==> config.mk <==
export PLATFORM = sky130hd
export DESIGN_NAME = mem_word_cache
export DESIGN_NICKNAME = d
export VERILOG_FILES = /design/src/rtl/mem_word_cache.sv
export SDC_FILE = /design/constraint.sdc
export NUM_CORES = 1
export LEC_CHECK = 0
export ABC_AREA = 1
export CAP_MARGIN = 20
export CELL_PAD_IN_SITES_DETAIL_PLACEMENT = 0
export CELL_PAD_IN_SITES_GLOBAL_PLACEMENT = 1
export CORE_UTILIZATION = 44
export DETAILED_ROUTE_END_ITERATION = 6
export PLACE_DENSITY_LB_ADDON = 0.2
export SLEW_MARGIN = 10
export SYNTH_ARGS = -nofsm -noshare
export SYNTH_HDL_FRONTEND = slang
export SYNTH_SLANG_ARGS = --single-unit
==> constraint.sdc <==
create_clock -name clk -period 3.3 [get_ports clk]
set_clock_uncertainty 0.05 [all_clocks]
set_input_delay 0.33 -clock clk [delete_from_list [all_inputs] [get_ports clk]]
set_output_delay 0.33 -clock clk [all_outputs]
set_load 0.005 [all_outputs]
==> src/rtl/mem_word_cache.sv <==
// Direct-mapped write-through word cache between the CPU port
// and the SPI SRAM controller, with invalidate and hit/miss counters.
module mem_word_cache #(
  parameter  int LINES = 4,
  localparam int IDX_W = $clog2(LINES),
  localparam int TAG_W = 16 - IDX_W
) (
  input  logic        clk,
  input  logic        rst_n,
  input  logic        cpu_req,
  input  logic        cpu_we,
  input  logic [15:0] cpu_addr,
  input  logic [15:0] cpu_wdata,
  output logic [15:0] cpu_rdata,
  output logic        cpu_ready,
  output logic        mem_req,
  output logic        mem_we,
  output logic [15:0] mem_addr,
  output logic [15:0] mem_wdata,
  input  logic [15:0] mem_rdata,
  input  logic        mem_ready,
  input  logic        inv,
  output logic [15:0] hit_cnt,
  output logic [15:0] miss_cnt
);

  typedef enum logic [1:0] {
    S_IDLE,
    S_FILL,
    S_WTHRU,
    S_RESP
  } state_t;

  state_t r_state;
  state_t w_state_n;

  logic             r_valid [LINES];
  logic [TAG_W-1:0] r_tag   [LINES];
  logic [15:0]      r_data  [LINES];

  logic        r_inv_pend;
  logic        r_ready;
  logic [15:0] r_rdata;
  logic        r_mreq;
  logic        r_mwe;
  logic [15:0] r_maddr;
  logic [15:0] r_mwdata;
  logic [15:0] r_hit;
  logic [15:0] r_miss;

  logic [IDX_W-1:0] w_idx;
  logic [TAG_W-1:0] w_tag;
  logic             w_hit;

  logic             w_pend_n;
  logic             w_ready_n;
  logic [15:0]      w_rdata_n;
  logic             w_mreq_n;
  logic             w_mwe_n;
  logic [15:0]      w_maddr_n;
  logic [15:0]      w_mwdata_n;
  logic [15:0]      w_hit_n;
  logic [15:0]      w_miss_n;
  logic             w_clr_all;
  logic             w_wr_en;
  logic [IDX_W-1:0] w_wr_idx;
  logic [TAG_W-1:0] w_wr_tag;
  logic [15:0]      w_wr_data;

  assign w_idx = cpu_addr[IDX_W-1:0];
  assign w_tag = cpu_addr[15:IDX_W];
  assign w_hit = r_valid[w_idx] && (r_tag[w_idx] == w_tag);

  always_ff @(posedge clk or negedge rst_n) begin
    if (!rst_n) begin
      r_state <= S_IDLE;
    end else begin
      r_state <= w_state_n;
    end
  end

  always_comb begin
    w_state_n = r_state;
    unique case (r_state)
      S_IDLE: begin
        if (!r_inv_pend && cpu_req) begin
          unique case (1'b1)
            cpu_we:  w_state_n = S_WTHRU;
            w_hit:   w_state_n = S_RESP;
            default: w_state_n = S_FILL;
          endcase
        end
      end
      S_FILL:  if (mem_ready) w_state_n = S_RESP;
      S_WTHRU: if (mem_ready) w_state_n = S_RESP;
      S_RESP:  w_state_n = S_IDLE;
      default: w_state_n = S_IDLE;
    endcase
  end

  always_comb begin
    w_pend_n   = r_inv_pend | inv;
    w_ready_n  = 1'b0;
    w_rdata_n  = r_rdata;
    w_mreq_n   = r_mreq;
    w_mwe_n    = r_mwe;
    w_maddr_n  = r_maddr;
    w_mwdata_n = r_mwdata;
    w_hit_n    = r_hit;
    w_miss_n   = r_miss;
    w_clr_all  = 1'b0;
    w_wr_en    = 1'b0;
    w_wr_idx   = w_idx;
    w_wr_tag   = w_tag;
    w_wr_data  = cpu_wdata;
    unique case (r_state)
      S_IDLE: begin
        if (r_inv_pend) begin
          w_clr_all = 1'b1;
          w_pend_n  = inv;
        end else if (cpu_req) begin
          w_mwe_n    = cpu_we;
          w_maddr_n  = cpu_addr;
          w_mwdata_n = cpu_wdata;
          unique case (1'b1)
            cpu_we: begin
              w_wr_en  = 1'b1;
              w_mreq_n = 1'b1;
            end
            w_hit: begin
              w_rdata_n = r_data[w_idx];
              w_hit_n   = r_hit + 16'd1;
              w_ready_n = 1'b1;
            end
            default: begin
              w_miss_n = r_miss + 16'd1;
              w_mreq_n = 1'b1;
            end
          endcase
        end
      end
      S_FILL: begin
        if (mem_ready) begin
          w_mreq_n  = 1'b0;
          w_wr_en   = 1'b1;
          w_wr_idx  = r_maddr[IDX_W-1:0];
          w_wr_tag  = r_maddr[15:IDX_W];
          w_wr_data = mem_rdata;
          w_rdata_n = mem_rdata;
          w_ready_n = 1'b1;
        end
      end
      S_WTHRU: begin
        if (mem_ready) begin
          w_mreq_n  = 1'b0;
          w_ready_n = 1'b1;
        end
      end
      default: ;
    endcase
  end

  always_ff @(posedge clk or negedge rst_n) begin
    if (!rst_n) begin
      r_inv_pend <= 1'b0;
      r_ready    <= 1'b0;
      r_rdata    <= '0;
      r_mreq     <= 1'b0;
      r_mwe      <= 1'b0;
      r_maddr    <= '0;
      r_mwdata   <= '0;
      r_hit      <= '0;
      r_miss     <= '0;
      for (int i = 0; i < LINES; i++) begin
        r_valid[i] <= 1'b0;
        r_tag[i]   <= '0;
        r_data[i]  <= '0;
      end
    end else begin
      r_inv_pend <= w_pend_n;
      r_ready    <= w_ready_n;
      r_rdata    <= w_rdata_n;
      r_mreq     <= w_mreq_n;
      r_mwe      <= w_mwe_n;
      r_maddr    <= w_maddr_n;
      r_mwdata   <= w_mwdata_n;
      r_hit      <= w_hit_n;
      r_miss     <= w_miss_n;
      if (w_clr_all) begin
        for (int i = 0; i < LINES; i++) begin
          r_valid[i] <= 1'b0;
        end
      end else if (w_wr_en) begin
        r_valid[w_wr_idx] <= 1'b1;
        r_tag[w_wr_idx]   <= w_wr_tag;
        r_data[w_wr_idx]  <= w_wr_data;
      end
    end
  end

  assign cpu_ready = r_ready;
  assign cpu_rdata = r_rdata;
  assign mem_req   = r_mreq;
  assign mem_we    = r_mwe;
  assign mem_addr  = r_maddr;
  assign mem_wdata = r_mwdata;
  assign hit_cnt   = r_hit;
  assign miss_cnt  = r_miss;

endmodule

==> impl_results.md, run 1 <==
* Setup TNS at 0 ns
* Most frequent cells in the layout: nand2_1 (627), dfrtp_1 (210), clkdlybuf4s50_1 (134)
* Stages on the worst setup path at 10
* CP Capture Type: flop
* Clk_lat worst skew at 0.53 ns
* Sequential area share after synthesis at 48.9%
* Clock Power Share at 25.3%
* Gr ovfl total at 0
* Final hold slack at 0.307 ns
* CTS tree: yes
* Area leader, netlist: dfrtp_1
* Flop pwr share at 39.9%
* Avg Cell Area, Syn at 7.60 um^2
* MaxCap Viol Count at 0
* # H-tree levels at 1
* Clock sink count at 210
* CP top delay family: buffers and inverters
* Simple logic cell fraction of the synthesized area at 31.8%
* Drt total wl at 28900 um
* Vias in the first global route at 9070
* Die area at 25100 um^2
* Post-Synth XOR/XNOR Area at 1.47%
* Crit path largest cell delay at 0.54 ns
* Clock transition at path regs at 0.06 ns
* Core ar. at 23700 um^2
* GRT Total Usage at 23.9%
* Design area at 13100 um^2
* Status: finished clean
* Combinational share of power at 34.8%
* First-pass GRT wire length at 47100 um
* Synth Warn # at 0
* Power per cell area at 799 nW/um^2
* Hold Crit Class: in2reg
* Ys async rst share at 100%
* Met3 usage at 2.72%
* Bufs on Longest Clock Path at 3
* Met2 Usage GRT at 39.2%
* Crit Path Max Fanout at 16
* Largest family of logic cells by synthesized area: simple AND/OR/NAND/NOR gates
* Die H at 158 um
* Crit path buffers/inverters at 3
* Busiest grt layer: met2
* P_sw at 0.00371 W
* Commonest non-fill, non-tap cell in the layout: nand2_1
* Diode count at 0
* TritonCTS Buffers at 25
* Fin. Hold Viols at 0
* Syn nets at 1473
* Starting Density at 45.4%
* Final slew viol count at 0
* Crit path time final at 2.50 ns
* Synth top area cells: dfrtp_1 (49%), nand2_1 (22%), o21ai_0 (5.1%)
* Via count at 9530
* Antenna violations before repair at 0
* Synth Cell Area at 10700 um^2
* WL/cell at 15.5 um
* Post-synth EDFFs at 0
* WHS Path Cells at 3
* Final setup vio count at 0
* Setup WS post-layout at 0.798 ns
* Tcrit/Tclk final at 75.8%
* Required @ worst endpoint at 3.71 ns
* Yosys reg bits at 210
* DRT antenna net count at 0
* GPL Wtd Cong at 0.863
* Worst-path cell chain: inv_1, ha_1, nand2_2, o21ai_0, inv_1, nor2_1, nand2_1, inv_1, nand2_1, nand2_1
* Compound-gate portion of the synthesized area at 8.88%
* Synth Flop Type: dfrtp_1
* Core Util, Final at 55.5%
* Synth Area in Adders at 0.582%
* Largest net degree at the start of global routing at 96
* Port bufs at 136
* Worst-margin pin slew at 0.919 ns
* Fmax achieved at 400 MHz
* Post-DP HPWL at 19700 um
* Mux contribution to synthesized area at 1.68%
* Worst vdd ir at 0.000524 V
* Row count at 56
* Drc violations at 0
* P_int at 0.00679 W
* Number of DRC markers in iteration 0 at 686
* # nets final at 1590
* Sw frac at 35.4%
* DIE WIDTH at 158 um
* Yosys cell types at 31
* Slowest stage cell, crit path: inv_1
* Leak at 6.53 nW
* DR pass1 iterations at 6
* Share of layout cells above drive strength 1 at 6.79%
* Setup bufs post-CTS at 0
* Critical path class: reg2reg
* Placed inst area at 12300 um^2
* Layout area overhead at 22.2%
* Root buf cell: clkbuf_16
* R2R cell count at 10
* Cells after synthesis at 1414
* Crit path DAT at 2.91 ns
* CP Launch Type: flop
* Yosys top cell area share at 48.9%
* GR Layer Usage met1 at 33.0%
* RSZ-0062 raised after global routing: no
* I/O pin cnt at 137
* Routed vias/inst at 5.11
* Dpl ws at 0.397 ns
* Normalized max-slew margin at 38.2%
final timing paths:
| check | slack [ns] | endpoint | start |
|---|---|---|---|
| max in group asynchronous | 1.99 | r_valid[1] | rst_n |
| worst min-delay path | 0.31 | mem_wdata[11] | cpu_wdata[11] |
| worst max-delay path | 0.80 | r_tag[42] | r_state[1] |
| min in group asynchronous | 0.41 | mem_wdata[9] | rst_n |
| worst min register to register | 0.42 | mem_wdata[8] | mem_wdata[8] |
| worst max register to register | 0.80 | r_tag[42] | r_state[1] |
flip-flops by register name, indices dropped and copies added, names as in the netlist:
name        cells
r_tag          56
mem_wdata      16
hit_cnt        16
mem_req         1
r_data         64
r_valid         4
r_inv_pend      1
mem_we          1
mem_addr       16
cpu_rdata      16
cpu_ready       1
r_state         2
miss_cnt       16
worst register-to-register path: stages, from the launching register on:
cell and delay, ns:
dfrtp_1 0.38, inv_1 0.10, ha_1 0.19, nand2_2 0.26, o21ai_0 0.43, inv_1 0.10, nor2_1 0.10, nand2_1 0.09
inv_1 0.54, nand2_1 0.12, nand2_1 0.08
layout make-up:
cell class | instances | area (um^2)
fillers | 2330 | 10500
multi-input cells | 1042 | 4780
flip-flops and latches | 210 | 5260
clock buffers | 35 | 713
inverters | 94 | 358
well taps | 319 | 399
clock inverters | 8 | 75.1
repair buffers | 158 | 1550
cells by family after synthesis:
group | after synthesis
mux | 16
fa+ha+maj | 5
flops | 210
xor+xnor | 18
compound gates | 173
buf+inv | 162
simple gates | 830
power by group through the flow:
stage                     clock network (W)  logic (W)  registers (W)
after floorplan                           0    0.00232        0.00413
after global placement                    0    0.00359        0.00420
after detailed placement                  0    0.00366        0.00422
after CTS                           0.00271    0.00368        0.00419
after global routing                0.00282    0.00421        0.00432
final                               0.00266    0.00365        0.00419
metrics by stage:
stage          std cells  power, W
3_3_place_gp        1822   0.00779
4_1_cts             1866    0.0106
2_1_floorplan       1414   0.00645
5_1_grt             1866    0.0114
3_5_place_dp        1822   0.00788
6_report            1866    0.0105
layer usage:
layer / share of wire, % / vias to the layer above
li1: - / 4734
met1: 46 / 4496
met2: 46 / 250
met3: 5.1 / 50
met4: 2.9 / 0
met5: 0 / -
synth_stat cells (14+ instances only):
cell,number
a21oi_1,33
a32o_1,16
buf_2,23
clkbuf_1,30
dfrtp_1,210
inv_1,91
mux2_2,16
nand2_1,628
nand3_1,88
nor2_1,65
o21ai_0,109
xor2_1,14
what timing repair did:
action | in CTS | in global routing
hold buffers | 1 | 0
endpoints found under the hold margin | 92 | 0
gates resized for setup | 0 | 0
Note: power is estimated with default switching activity, not from simulation.
==> inputs of run 2 (changes only) <==
CORE_UTILIZATION = 37   (was 44)
clock period = 2.3 ns   (was 3.3 ns; I/O delays follow)
==> run 2 against run 1 <==
Critical endpoint is now r_data[57]; setup slack worse by 0.55 ns; the run now ends with design-rule violations left; sequential power grew 44%; via count is 1.1% higher; first-iteration DRC count down 4.2%; critical path depth unchanged; core utilization fell by 6.6 points; count of clock-buffer cells in the layout increased by 2; highest routed layer unchanged; critical path type unchanged; largest cell class unchanged; total power grew 52%; non-clock buffer count rose by 65.
==> impl_results.md, run 2 (same netlist as run 1, synthesis figures left out) <==
* Status: finished, violations left
* Failing checks: design-rule violations
* First-pass GRT wire length at 49800 um (+5.7%)
* CP Capture Type: flop
* # H-tree levels at 1 (unchanged)
* Gr ovfl total at 0 (unchanged)
* Row count at 62 (+11%)
* Largest net degree at the start of global routing at 75 (-22%)
* Bufs on Longest Clock Path at 3 (unchanged)
* # nets final at 1655 (+4.1%)
* Fmax achieved at 487 MHz (+22%)
* Root buf cell: clkbuf_16
* Clock transition at path regs at 0.06 ns (about the same)
* TritonCTS Buffers at 25 (unchanged)
* Commonest non-fill, non-tap cell in the layout: nand2_1
* GPL Wtd Cong at 0.830 (-3.8%)
* GRT Total Usage at 21.3% (-2.6 points)
* Setup bufs post-CTS at 0 (unchanged)
* Antenna violations before repair at 0 (unchanged)
* Critical path class: reg2reg
* Layout area overhead at 30.2%
* Die H at 172 um (+8.9%)
* Clk_lat worst skew at 0.54 ns (about the same)
* Max FFs per register at 64 (unchanged)
* Non-Filler Instances at 1998 (+7.1%)
* Diode count at 0 (unchanged)
* Required @ worst endpoint at 2.66 ns (-1.05 ns)
* Fin. Hold Viols at 0 (unchanged)
* Tcrit/Tclk final at 89.3% (+13 points)
* Largest register by flop count: r_data
* Leak at 6.95 nW (+6.5%)
* Starting Density at 37.5% (-7.8 points)
* Critical Path Sink: r_data[57]
* Vias in the first global route at 9449 (+4.2%)
* Most frequent cells in the layout: nand2_1 (627), dfrtp_1 (210), clkdlybuf4s50_1 (134)
* Routed vias/inst at 4.82 (-5.5%)
* Number of DRC markers in iteration 0 at 657 (-4.2%)
* Worst vdd ir at 0.000606 V (+16%)
* Drt total wl at 30600 um (+5.8%)
* Biggest regs: r_data: 64 flops, r_tag: 56 flops
* DR pass1 iterations at 7 (+1)
* MaxCap Viol Count at 0 (unchanged)
* Clock sink count at 210 (unchanged)
* Normalized max-slew margin at 57.4% (+19 points)
* Hold Crit Class: in2reg
* CTS tree: yes
* Core ar. at 28600 um^2 (+21%)
* Crit Path Max Fanout at 24 (+8)
* DRT antenna net count at 0 (unchanged)
* FF-to-FF End: r_data[57]
* Crit path time final at 2.05 ns (-0.448 ns)
* Final slew viol count at 0 (unchanged)
* Final hold slack at 0.213 ns (-0.0934 ns)
* R2R cell count at 10 (unchanged)
* Total power at 0.0160 W (+52%)
* Die area at 29700 um^2 (+19%)
* Placed insts at 1951 (+7.1%)
* WL/cell at 15.3 um (-1.2%)
* R2r startpoint: r_state[1]
* Via count at 9639 (+1.1%)
* Post-DP HPWL at 21300 um (+8.0%)
* Crit path DAT at 2.42 ns (-0.49 ns)
* Power per cell area at 1140 nW/um^2 (+43%)
* Final setup vio count at 0 (unchanged)
* Worst R2R Setup Slack at 0.25 ns (-0.55 ns)
* RSZ-0062 raised after global routing: no
* Drc violations at 1 (+1)
* Worst-margin pin slew at 0.633 ns (-0.285 ns)
* I/O pin cnt at 137 (unchanged)
* Port bufs at 136 (unchanged)
* DIE WIDTH at 172 um (+8.9%)
* CP Launch Type: flop
* Worst setup path startpoint: r_state[1]
* Share of layout cells above drive strength 1 at 10.6% (+3.8 points)
## run 2: worst min path at each step
stage / startpoint / endpoint / slack [ns] / cells past startpoint
finish: cpu_wdata[12] / mem_wdata[12] / 0.21 / 3
detailed placement: rst_n / mem_wdata[9] / 0.002 / 1
CTS: cpu_wdata[11] / mem_wdata[11] / 0.20 / 3
global placement: rst_n / mem_wdata[9] / 0.003 / 1
floorplan: rst_n / cpu_rdata[0] / -0.12 / 0
global route: cpu_wdata[11] / mem_wdata[11] / 0.23 / 3
## run 2: cell type report
| class | instances | area (um^2) |
|---|---|---|
| flip-flops and latches | 210 | 5260 |
| repair buffers | 223 | 2190 |
| clock inverters | 8 | 180 |
| clock buffers | 37 | 741 |
| fillers | 2799 | 14600 |
| multi-input cells | 1042 | 4780 |
| well taps | 384 | 480 |
| inverters | 94 | 358 |
## run 2: critical path, stage by stage (launching register included)
cell and delay, ns:
dfrtp_1 0.38, inv_1 0.10, ha_1 0.20, nand2_2 0.20, o21ai_1 0.28, inv_1 0.09
nor2_1 0.10, nand2_1 0.12, buf_4 0.24, nand2_1 0.08, o21ai_0 0.08
## run 2: metrics by stage
step	utilization [%]	TNS [ns]	worst slack [ns]	area [um^2]
global route	48.9	0	0.000475	14000
CTS	48.9	0	0.0885	14000
detailed placement	45.6	-5.91	-0.233	13000
global placement	45.6	-5.00	-0.209	13000
floorplan	-	0	0.211	10700
finish	48.9	0	0.246	14000
## run 2: report_power, final
group / internal (W) / switching [W]
clock: 0.00279 / 0.00161
combinational: 0.00258 / 0.00300
sequential: 0.00517 / 0.000857
## run 2: per-layer routing
metal  track usage (%)  vias to the layer above  share of wire, %
li1                  -                     4866                 -
met1              29.4                     4537                47
met2              35.2                      195                46
met3              2.84                       41               4.3
met4              4.89                        0               2.2
met5                 0                        -                 0
## run 2: timing repair
action / in CTS / in global routing
resized for setup: 0 / 2
setup endpoints to repair: 0 / 74
endpoints found under the hold margin: 210 / 0
hold buffers: 2 / 0
